$ cat config.mk
export PLATFORM = sky130hd
export DESIGN_NAME = fetch_sequencer
export DESIGN_NICKNAME = d
export VERILOG_FILES = /design/src/rtl/fetch_sequencer.sv
export SDC_FILE = /design/constraint.sdc
export NUM_CORES = 1
export LEC_CHECK = 0
export CAP_MARGIN = 20
export CORE_MARGIN = 2
export CORE_UTILIZATION = 56
export DETAILED_ROUTE_END_ITERATION = 16
export DONT_BUFFER_PORTS = 1
export PLACE_DENSITY = 0.8
export SYNTH_ARGS = -nofsm -noshare
export SYNTH_HDL_FRONTEND = slang
export SYNTH_SLANG_ARGS = --single-unit
$ cat constraint.sdc
create_clock -name clk -period 1.85 [get_ports clk]
set_input_delay 0.0925 -clock clk [delete_from_list [all_inputs] [get_ports clk]]
set_output_delay 0.0925 -clock clk [all_outputs]
set_load 0.01 [all_outputs]
$ cat src/rtl/fetch_sequencer.sv
// Fetch/decode/execute control sequencer for the KGP_RISC front end.
// Optional link register enabled by defining KGP_FETCH_LINK_REG_EN.
module fetch_sequencer #(
  parameter int PC_W    = 10,
  parameter int MEM_LAT = 2,
  parameter int RST_PC  = 0
) (
  input  logic            clk,
  input  logic            rst_n,
  input  logic            run,
  input  logic            halt_req,
  output logic            imem_en,
  output logic [PC_W-1:0] imem_addr,
  input  logic [31:0]     imem_data,
  output logic [31:0]     instr_q,
  output logic            instr_valid,
  input  logic            ex_done,
  input  logic            br_take,
  input  logic [PC_W-1:0] br_target,
  input  logic            flag_we,
  input  logic [3:0]      flags_in,
  output logic [3:0]      flags,
  output logic [PC_W-1:0] pc,
  output logic [PC_W-1:0] npc,
  output logic            busy,
  input  logic            link_we,
  output logic [31:0]     ra
);

  // state  | meaning
  // IDLE   | stopped, waiting for run
  // FETCH  | memory read issued at pc
  // WAIT   | counting down the memory read latency
  // DECODE | instr_q presented to decode for one cycle
  // EXEC   | waiting for ex_done, then pc update
  // HALT   | stopped by halt_req, re-armed by run=0
  typedef enum logic [2:0] {
    IDLE   = 3'd0,
    FETCH  = 3'd1,
    WAIT   = 3'd2,
    DECODE = 3'd3,
    EXEC   = 3'd4,
    HALT   = 3'd5
  } stateT;

  localparam logic [2:0] WAIT_LOAD = 3'(MEM_LAT - 1);

  stateT      state, stateNext;
  logic [2:0] waitCnt;
  logic       exDoneFire;

  assign exDoneFire  = (state == EXEC) && ex_done;
  assign npc         = pc + PC_W'(1);
  assign imem_addr   = pc;
  assign imem_en     = (state == FETCH);
  assign instr_valid = (state == DECODE);
  assign busy        = (state == FETCH) || (state == WAIT) ||
                       (state == DECODE) || (state == EXEC);

  always_comb begin
    stateNext = state;
    case (state)
      IDLE:   if (run) stateNext = FETCH;
      FETCH:  stateNext = WAIT;
      WAIT:   if (waitCnt == 3'd0) stateNext = DECODE;
      DECODE: stateNext = EXEC;
      EXEC: begin
        if (ex_done) begin
          if (halt_req)  stateNext = HALT;
          else if (!run) stateNext = IDLE;
          else           stateNext = FETCH;
        end
      end
      HALT:   if (!run) stateNext = IDLE;
      default: stateNext = IDLE;
    endcase
  end

  always_ff @(posedge clk or negedge rst_n) begin
    if (!rst_n) state <= IDLE;
    else        state <= stateNext;
  end

  // Down-counter reaches zero on the cycle the read data becomes valid.
  always_ff @(posedge clk or negedge rst_n) begin
    if (!rst_n) begin
      waitCnt <= 3'd0;
    end else if (state == FETCH) begin
      waitCnt <= WAIT_LOAD;
    end else if ((state == WAIT) && (waitCnt != 3'd0)) begin
      waitCnt <= waitCnt - 3'd1;
    end
  end

  always_ff @(posedge clk or negedge rst_n) begin
    if (!rst_n) begin
      instr_q <= 32'd0;
      pc      <= PC_W'(RST_PC);
      flags   <= 4'd0;
    end else begin
      if ((state == WAIT) && (waitCnt == 3'd0)) instr_q <= imem_data;
      if (exDoneFire) pc <= br_take ? br_target : npc;
      if ((state == EXEC) && flag_we) flags <= flags_in;
    end
  end

`ifdef KGP_FETCH_LINK_REG_EN
  logic [31:0] raQ;

  always_ff @(posedge clk or negedge rst_n) begin
    if (!rst_n)                                 raQ <= 32'd0;
    else if (exDoneFire && br_take && link_we)  raQ <= 32'(npc);
  end

  assign ra = raQ;
`else
  logic unusedLinkWe;

  assign unusedLinkWe = link_we;
  assign ra           = 32'd0;
`endif

endmodule

Word level (Yosys, flattened, before mapping)
Cells that the tools add are included.
{"block": "word_totals", "register_bits": 52, "latchBits": 0, "mem_bits_rw": 0, "mem_bits_ro": 0, "out_inout_bits": 101, "wordCells": 38, "memories": 0}
{"block": "classes", "n_addsub": 2, "multipliers": 0, "n_div": 0, "n_lt_le_gt_ge": 0, "eq_ne": 9, "n_shift": 0, "mux": 10, "bitwise": 0, "n_reduce_logical": 12}
{"operator": "2-to-1 mux 3 bit", "count": 7}
{"operator": "case mux 3 bit (6 select lines)", "count": 1}
{"operator": "adder 10 x 1 -> 10 bit (second input constant)", "count": 1}
{"operator": "2-to-1 mux 10 bit", "count": 1}
{"operator": "inequality test 2 bit (second input constant)", "count": 4}
{"operator": "equality test 3 x 2 -> 1 bit (second input constant)", "count": 2}
{"operator": "equality test 3 bit (second input constant)", "count": 2}
{"operator": "zero test 3 bit", "count": 2}
{"operator": "logical AND 1 bit", "count": 4}
{"operator": "AND reduction 4 bit", "count": 1}
{"operator": "equality test 3 x 1 -> 1 bit (second input constant)", "count": 1}
{"operator": "logical OR 1 bit", "count": 3}
{"operator": "nonzero test 3 bit", "count": 1}
{"operator": "subtractor 3 x 1 -> 3 bit (second input constant)", "count": 1}
{"operator": "nonzero test 2 bit", "count": 1}
{"operator": "2-to-1 mux 1 bit", "count": 1}

Logic depth before layout (Yosys ltp)
Gate-level depths: netlist of run 1.
{"block": "logic_depth", "word_depth": 4, "mapped_depth": 6, "ltp_nobuf": 6}

Worst setup path before layout of run 1
Ideal clock, no wire load.
{"block": "synth_timing", "path_type": "reg2reg", "startpoint": "register pc[0], in the netlist imem_addr[0]", "endpoint": "register pc[4], in the netlist imem_addr[4]", "arrival_ns": 1.502, "slack_ns": 0.265, "path_stages_with_launch": 7, "path_buffers": 1, "cell_sequence": "dfrtp_1 > ha_1 > clkbuf_1 > nand3_1 > xnor2_1 > nor2_1 > o21ai_0"}
{"block": "synth_via", "elab_chain_cells": 2}
{"element": "from (decl)", "line": "23", "source": "output logic [PC_W-1:0] pc,"}
{"element": "from (signal assigned)", "line": "98", "source": "pc <= PC_W'(RST_PC);"}
{"element": "from (signal assigned)", "line": "102", "source": "if (exDoneFire) pc <= br_take ? br_target : npc;"}
{"element": "adder 10 x 1 -> 10 bit", "line": "53", "source": "assign npc = pc + PC_W'(1);"}
{"element": "net npc[4]", "line": "24", "source": "output logic [PC_W-1:0] npc,"}
{"element": "2-to-1 mux 10 bit", "line": "102"}
The timed path passes the listed nets, and every way through them passes these cells.
A chain may end at the register's enable or synchronous reset.

Worst setup path in the final report of run 1
{"block": "layout_timing", "startpoint": "register pc[4], in the netlist imem_addr[4]", "endpoint": "output port npc[9]"}
{"block": "layout_via", "elab_chain_cells": 1}
{"element": "adder 10 x 1 -> 10 bit", "line": "53"}
{"element": "to (decl)", "line": "24"}
Every way passes these cells.

==> metrics.yaml, run 1 <==
power_and_ir_drop:
  internal-power_mw: 3.18
  sw_frac_of_total_pct: 40.0
  power_share_of_the_combinational_group_pct: 41.6
  seq_power_share_pct: 45.6
  sw_pwr_mw: 2.12
  p_per_area_nw_per_um2: 1550
  p_clk_share_pct: 12.8
  vdd_drop_max_v: 0.000791
  power.leakage_nw: 1.63
yosys:
  synth_sequential_area_ratio_pct: 44.4
  synth-warning-count: 0
  edff_count_synth: 0
  synth_cells: 256
  ys_async_sr_fraction_pct: 100
  post_synth_num_cell_types: 44
  seq_cells_post_synth: 52
  post_synth.cell_area_avg_um2: 11.4
  synth_top_flop_cell: "sky130_fd_sc_hd__dfrtp_1"
  cell_area_after_technology_mapping_um2: 2930
timing:
  holdWs_ps: 9.81
  report.final.slew_viol_count: 0
  final.setup.tns_ps: 0
  fin_crit_sh_pct: 95.2
  finalClockSkew_ps: 7.70
  fmaxAchievable_mhz: 568
  final_period_minus_worst_setup_slack_ps: 1760
  setup_repair_after_global_routing_missed_its_margin: "no"
  final_setup_violation_count: 0
  finalHoldViolations: 0
  finalWorstSetupSlack_ps: 88.4
route:
  vias_per_cell: 5.27
  route.antenna.remaining_nets: 0
  drcViolationCount: 0
  dr_total_vias: 1927
  drt_pass1_iterations: 4
  drt_iter0_drc: 119
  routed_wire_per_std_cell_um: 16.9
  drt-total-wl_mm: 6.17
clock_network:
  number_of_buffers_added_by_the_clock_tree_synthesis_step: 5
  clock_path_buffers: 2
  cts_tree: "done"
  total_clock_sinks: 52
  worstSkewPairLatency_ps: 300
  cts-htree-levels: 2
  ctsRootBufferMaster: "sky130_fd_sc_hd__clkbuf_8"
  cts.clk_slew.worst_paths_ps: 100
worst_setup_path:
  critical-path-max-stage-delay_ps: 430
  most_frequent_cell_on_the_critical_path: "sky130_fd_sc_hd__and4_1"
  critical_path.max_fanout: 7
  startpoint_type: "register"
  timing.setup.critical_path_class: "reg2out"
  cp-end-kind: "primary output"
  timing.critical_path.cells: "and4_1 > and4_1 > xor2_1"
  cp.arrival_ps: 1670
  worst-endpoint-required_ps: 1760
  slowest_stage: "sky130_fd_sc_hd__dfrtp_1"
place:
  place.port_buffers: 0
  detailedPlacementHpwl_mm: 4.02
  detailedPlace.worstSlack_ps: 236
  place_area_um2: 2860
  place.gp.congestion: 0.712
floorplan:
  fp.dieW_um: 76.3
  design.core.area_um2: 5070
  dieHeight_um: 76.3
  floorplan.die_area_um2: 5830
  design.portCount: 155
  rows: 26
  start_util_pct: 57.7
global_route:
  number_of_global_route_vias_before_repair: 1862
  global_route_overflow: 0
  grt_max_degree: 53
  grt.total_usage_pct: 20.8
  grt_pass1_wl_mm: 9.65
  antenna_found_initial: 0
finish:
  final_design_area_no_fill_um2: 3430
  diodes: 0
  synthToLayoutAreaGrowth_pct: 17.0
  finish.net_count: 352
  final_layout_size_suffix_gt1_share_pct: 22.6
  final_core_util_pct: 67.6
worst_hold_path:
  min_path_type: "in2reg"
job:
  max-cap-violations: 0
outcome:
  outcome: "completed"
-- kinds of logic after synthesis --
logic type,Yosys count,share of synthesized area (%)
AND/OR/NAND/NOR,47,9.05
XOR/XNOR,10,2.99
adder cells (fa/ha/maj),3,1.28
buffers and inverters,66,15.1
flip-flops,52,44.4
AO/OA/AOI/OAI,37,7.94
multiplexers,40,19.1
other,1,0.128
-- critical path: cells and delay by family, from the launching register on --
| kind | cells | cell delay (ps) |
|---|---|---|
| xor gates and xnor gates | 1 | 270 |
| DFF | 1 | 430 |
| and+or+nand+nor | 2 | 670 |
-- path summary, 6_finish.rpt --
kind | start | to | slack [ps] | depth (start not counted)
min in group asynchronous | rst_n | instr_q[30] | 290 | 2
max reg2reg | state[0] | imem_addr[0] | 120 | 5
max in group asynchronous | rst_n | instr_q[14] | 1330 | 2
min reg2reg | waitCnt[1] | waitCnt[1] | 550 | 2
max | imem_addr[4] | npc[9] | 90 | 3
min | br_take | imem_addr[1] | 10 | 2
-- per-stage QoR --
stage / total power [mW] / std cells
floorplan: 4.17 / 287
global placement: 4.40 / 313
detailed placement: 4.50 / 313
CTS: 5.29 / 366
global route: 5.64 / 366
finish: 5.31 / 366
-- per-layer routing --
metal	GRT usage [%]	up-vias	routed length [um]
met2	37.2	93	3260
li1	-	880	-
met4	4.91	0	43
met1	25.2	950	2500
met5	0	-	0
met3	5.33	4	365
-- power by group through the flow --
stage | Combinational (mW) | Sequential, mW | Clock [mW]
after floorplan | 1.84 | 2.33 | 0
after global placement | 2.01 | 2.39 | 0
after detailed placement | 2.08 | 2.42 | 0
after CTS | 2.19 | 2.40 | 0.699
after global routing | 2.40 | 2.49 | 0.750
final | 2.21 | 2.42 | 0.677
-- final cells by class --
class / instances / area, um^2
sequential: 52 / 1300
multi-input combinational: 169 / 1310
clock buffer: 5 / 68.8
inverter: 7 / 26.3
clock inverter: 3 / 25.0
fill: 377 / 1650
timing repair buffer: 60 / 606
tap: 70 / 87.6
-- cell usage after synthesis (2+ instances only) --
| library cell | instances | area [um^2] |
|---|---|---|
| sky130_fd_sc_hd__nand2_1 | 13 | 48.8 |
| sky130_fd_sc_hd__a2bb2oi_1 | 2 | 17.5 |
| sky130_fd_sc_hd__o22ai_1 | 2 | 12.5 |
| sky130_fd_sc_hd__nand3_1 | 5 | 25.0 |
| sky130_fd_sc_hd__mux2i_1 | 3 | 30.0 |
| sky130_fd_sc_hd__mux2_2 | 7 | 78.8 |
| sky130_fd_sc_hd__nor2_1 | 8 | 30.0 |
| sky130_fd_sc_hd__and3_1 | 4 | 25.0 |
| sky130_fd_sc_hd__buf_4 | 44 | 330 |
| sky130_fd_sc_hd__ha_1 | 3 | 37.5 |
| sky130_fd_sc_hd__buf_6 | 3 | 33.8 |
| sky130_fd_sc_hd__mux2_4 | 30 | 450 |
| sky130_fd_sc_hd__and4_1 | 2 | 17.5 |
| sky130_fd_sc_hd__nor3_1 | 3 | 15.0 |
| sky130_fd_sc_hd__nand4_1 | 4 | 25.0 |
| sky130_fd_sc_hd__nor2b_1 | 2 | 12.5 |
| sky130_fd_sc_hd__buf_1 | 2 | 7.51 |
| sky130_fd_sc_hd__o21ai_0 | 13 | 65.1 |
| sky130_fd_sc_hd__dfrtp_1 | 52 | 1300 |
| sky130_fd_sc_hd__nor3b_1 | 2 | 15.0 |
| sky130_fd_sc_hd__xor2_1 | 3 | 26.3 |
| sky130_fd_sc_hd__buf_2 | 5 | 25.0 |
| sky130_fd_sc_hd__clkbuf_1 | 4 | 15.0 |
| sky130_fd_sc_hd__a21oi_1 | 9 | 45.0 |
| sky130_fd_sc_hd__xnor2_1 | 7 | 61.3 |
| sky130_fd_sc_hd__inv_1 | 6 | 22.5 |
-- cells in the final DEF, fill, tap and decap left out, types with 2 or more instances in the layout --
master and instances:
sky130_fd_sc_hd__conb_1 32, sky130_fd_sc_hd__buf_12 2, sky130_fd_sc_hd__o21ai_0 13, sky130_fd_sc_hd__a2bb2oi_1 2, sky130_fd_sc_hd__dlygate4sd3_1 44, sky130_fd_sc_hd__inv_1 6, sky130_fd_sc_hd__dfrtp_1 52, sky130_fd_sc_hd__nand3_1 5
sky130_fd_sc_hd__mux2i_1 3, sky130_fd_sc_hd__and3_1 3, sky130_fd_sc_hd__clkbuf_8 5, sky130_fd_sc_hd__nand2_1 13, sky130_fd_sc_hd__mux2_4 30, sky130_fd_sc_hd__a21oi_1 9, sky130_fd_sc_hd__ha_1 2, sky130_fd_sc_hd__inv_6 2
sky130_fd_sc_hd__and4_1 2, sky130_fd_sc_hd__nor3_1 3, sky130_fd_sc_hd__nor2_1 8, sky130_fd_sc_hd__mux2_2 7, sky130_fd_sc_hd__nor3b_1 2, sky130_fd_sc_hd__buf_4 13, sky130_fd_sc_hd__o22ai_1 2, sky130_fd_sc_hd__nor2b_1 2
sky130_fd_sc_hd__xor2_1 3, sky130_fd_sc_hd__nand4_1 4, sky130_fd_sc_hd__xnor2_1 6
-- sequential cells by signal, indices dropped and copies added (netlist names) --
register / count
waitCnt: 3
imem_addr: 10
state: 3
instr_q: 32
flags: 4
-- repair_timing --
item,in CTS,in global routing
hold buffers,45,0
setup endpoints to repair,0,3
resized for setup,0,3
endpoints found under the hold margin,95,0
buffers inserted,0,0
Power figures use the tool's default switching activity.
==> run 2: changes to the inputs <==
- PLACE_DENSITY: 0.8 -> 0.7
- clock period: 1.85 -> 1.4 ns (I/O delays scaled with it)
==> metrics.yaml, run 2 (synthesized netlist as in run 1, its figures left out) <==
outcome:
  outcome: "finished, violations left"
  violations_in_the_final_reports: "negative setup slack"
finish:
  final_layout_size_suffix_gt1_share_pct: 40.4  # +18 points
  finish.net_count: 388  # +10%
  largest_register_ff_count: 32  # unchanged
  diodes: 0  # unchanged
  top_register: "instr_q"
  final_cell_mix: "sky130_fd_sc_hd__dfrtp_1, sky130_fd_sc_hd__dlygate4sd3_1, sky130_fd_sc_hd__mux2_4, sky130_fd_sc_hd__buf_4, sky130_fd_sc_hd__conb_1"
  multi_input_comb_area_um2: 1560  # +19%
  synthToLayoutAreaGrowth_pct: 37.2
  final_design_area_no_fill_um2: 4020  # +17%
  sequential_cell_area_in_the_final_layout_um2: 1310  # +0.38%
  fillers: 322  # -15%
  layout.cells.most_common: "sky130_fd_sc_hd__dfrtp_1"
floorplan:
  start_util_pct: 57.7  # unchanged
  dieHeight_um: 76.3  # unchanged
  rows: 26  # unchanged
  floorplan.die_area_um2: 5830  # unchanged
  fp.dieW_um: 76.3  # unchanged
  design.core.area_um2: 5070  # unchanged
  design.portCount: 155  # unchanged
worst_setup_path:
  cp.arrival_ps: 1520  # -150 ps
  startpoint_type: "register"
  critical_path.max_fanout: 4  # -3
  timing.setup.critical_path_class: "reg2out"
  rr_startpoint: "imem_addr[4]"
  worst-r2r-setup-slack_ps: -60  # -180 ps
  cp-end-kind: "primary output"
  worst-endpoint-required_ps: 1330  # -430 ps
  reg2reg_depth: 5  # unchanged
  rr_endpoint: "imem_addr[8]"
place:
  place.port_buffers: 0  # unchanged
  detailedPlacementHpwl_mm: 4.20  # +4.4%
  place_area_um2: 3000  # +5.0%
  detailedPlace.worstSlack_ps: -210  # -446 ps
  place.gp.congestion: 0.831  # +17%
power_and_ir_drop:
  p_per_area_nw_per_um2: 2040  # +32%
  power.leakage_nw: 1.89  # +16%
  total_power_mw: 8.22  # +55%
  vdd_drop_max_v: 0.00110  # +39%
clock_network:
  ctsRootBufferMaster: "sky130_fd_sc_hd__clkbuf_8"
  worstSkewPairLatency_ps: 300  # about the same
  clock_path_buffers: 2  # unchanged
  cts-htree-levels: 2  # unchanged
  cts_tree: "done"
  total_clock_sinks: 52  # unchanged
  number_of_buffers_added_by_the_clock_tree_synthesis_step: 5  # unchanged
  cts.clk_slew.worst_paths_ps: 90  # about the same
global_route:
  number_of_global_route_vias_before_repair: 2095  # +13%
  antenna_found_initial: 0  # unchanged
  grt_pass1_wl_mm: 10.8  # +12%
  grt.total_usage_pct: 23.3  # +2.5 points
  grt_max_degree: 53  # unchanged
  global_route_overflow: 0  # unchanged
timing:
  finalWorstSetupSlack_ps: -186  # -274 ps
  finalClockSkew_ps: 6.04  # -1.66 ps
  fmaxAchievable_mhz: 631
  finalHoldViolations: 0  # unchanged
  final_period_minus_worst_setup_slack_ps: 1590
  setup_repair_after_global_routing_missed_its_margin: "yes"
  report.final.slew_viol_count: 0  # unchanged
  fin_crit_sh_pct: 113
  final_setup_violation_count: 34  # +34
route:
  drcViolationCount: 0  # unchanged
  drt_pass1_iterations: 4  # unchanged
  routed_wire_per_std_cell_um: 17.8  # +5.8%
  drt-total-wl_mm: 7.17  # +16%
  dr_total_vias: 2114  # +9.7%
  vias_per_cell: 5.26  # -0.12%
  drt_iter0_drc: 91  # -24%
  route.antenna.remaining_nets: 0  # unchanged
job:
  max-cap-violations: 0  # unchanged
worst_hold_path:
  min_path_type: "in2reg"
  whs_path_depth: 3  # +1
  worstHoldStart: "br_take"
  min_delay_worst_endpoint: "imem_addr[6]"
==> run 2: area by class of cell <==
type	instances	share of cell area (%)
clock inverters	2	0.405
well taps	70	2.18
inverters	7	0.654
repair buffers	96	23.6
multi-input cells	169	38.9
flip-flops and latches	52	32.5
clock buffers	6	1.81
==> run 2: where the power goes <==
| part | internal [mW] | switching, mW |
|---|---|---|
| combinational | 2.39 | 1.80 |
| sequential | 2.25 | 0.909 |
| clock | 0.357 | 0.506 |
==> run 2: worst max-delay path, cell delays in order, from the launching register on <==
cell and delay (ps):
sky130_fd_sc_hd__dfrtp_1 450, sky130_fd_sc_hd__and4_4 280, sky130_fd_sc_hd__nand4_1 190, sky130_fd_sc_hd__xnor2_2 290
==> run 2: worst max path at each step <==
| stage | start | to | slack (ps) | depth (start not counted) |
|---|---|---|---|---|
| final | imem_addr[4] | npc[8] | -190 | 3 |
| after global routing | imem_addr[4] | npc[8] | -220 | 3 |
| after CTS | imem_addr[4] | npc[8] | -120 | 3 |
| after detailed placement | state[0] | flags[2] | -210 | 4 |
| after global placement | state[0] | flags[0] | -180 | 4 |
| after floorplan | imem_addr[3] | imem_addr[9] | -30 | 6 |
==> run 2: routing by layer <==
layer / vias to the layer above / GRT usage [%] / part of all wire, %
li1: 955 / - / -
met1: 1027 / 27.9 / 37
met2: 121 / 41.7 / 54
met3: 11 / 5.21 / 7.4
met4: 0 / 7.45 / 1.6
met5: - / 0 / 0
==> run 2: metrics by stage <==
stage | util [%] | hold slack (ps) | setup TNS (ps) | std cells
final | 79.2 | 14.5 | -1500 | 402
after global routing | 79.2 | 23.7 | -3570 | 402
after CTS | 74.6 | 0.129 | -1370 | 391
after detailed placement | 59.1 | -225 | -2490 | 332
after global placement | 59.1 | -225 | -1600 | 332
after floorplan | - | -226 | -43.6 | 287
==> run 2: timing repair <==
action	CTS	global route
setup buffers	7	8
setup endpoints to repair	50	52
gates cloned	0	1
hold endpoints to repair	94	2
pin swaps	16	12
hold buffers	45	2
resized for setup	38	30
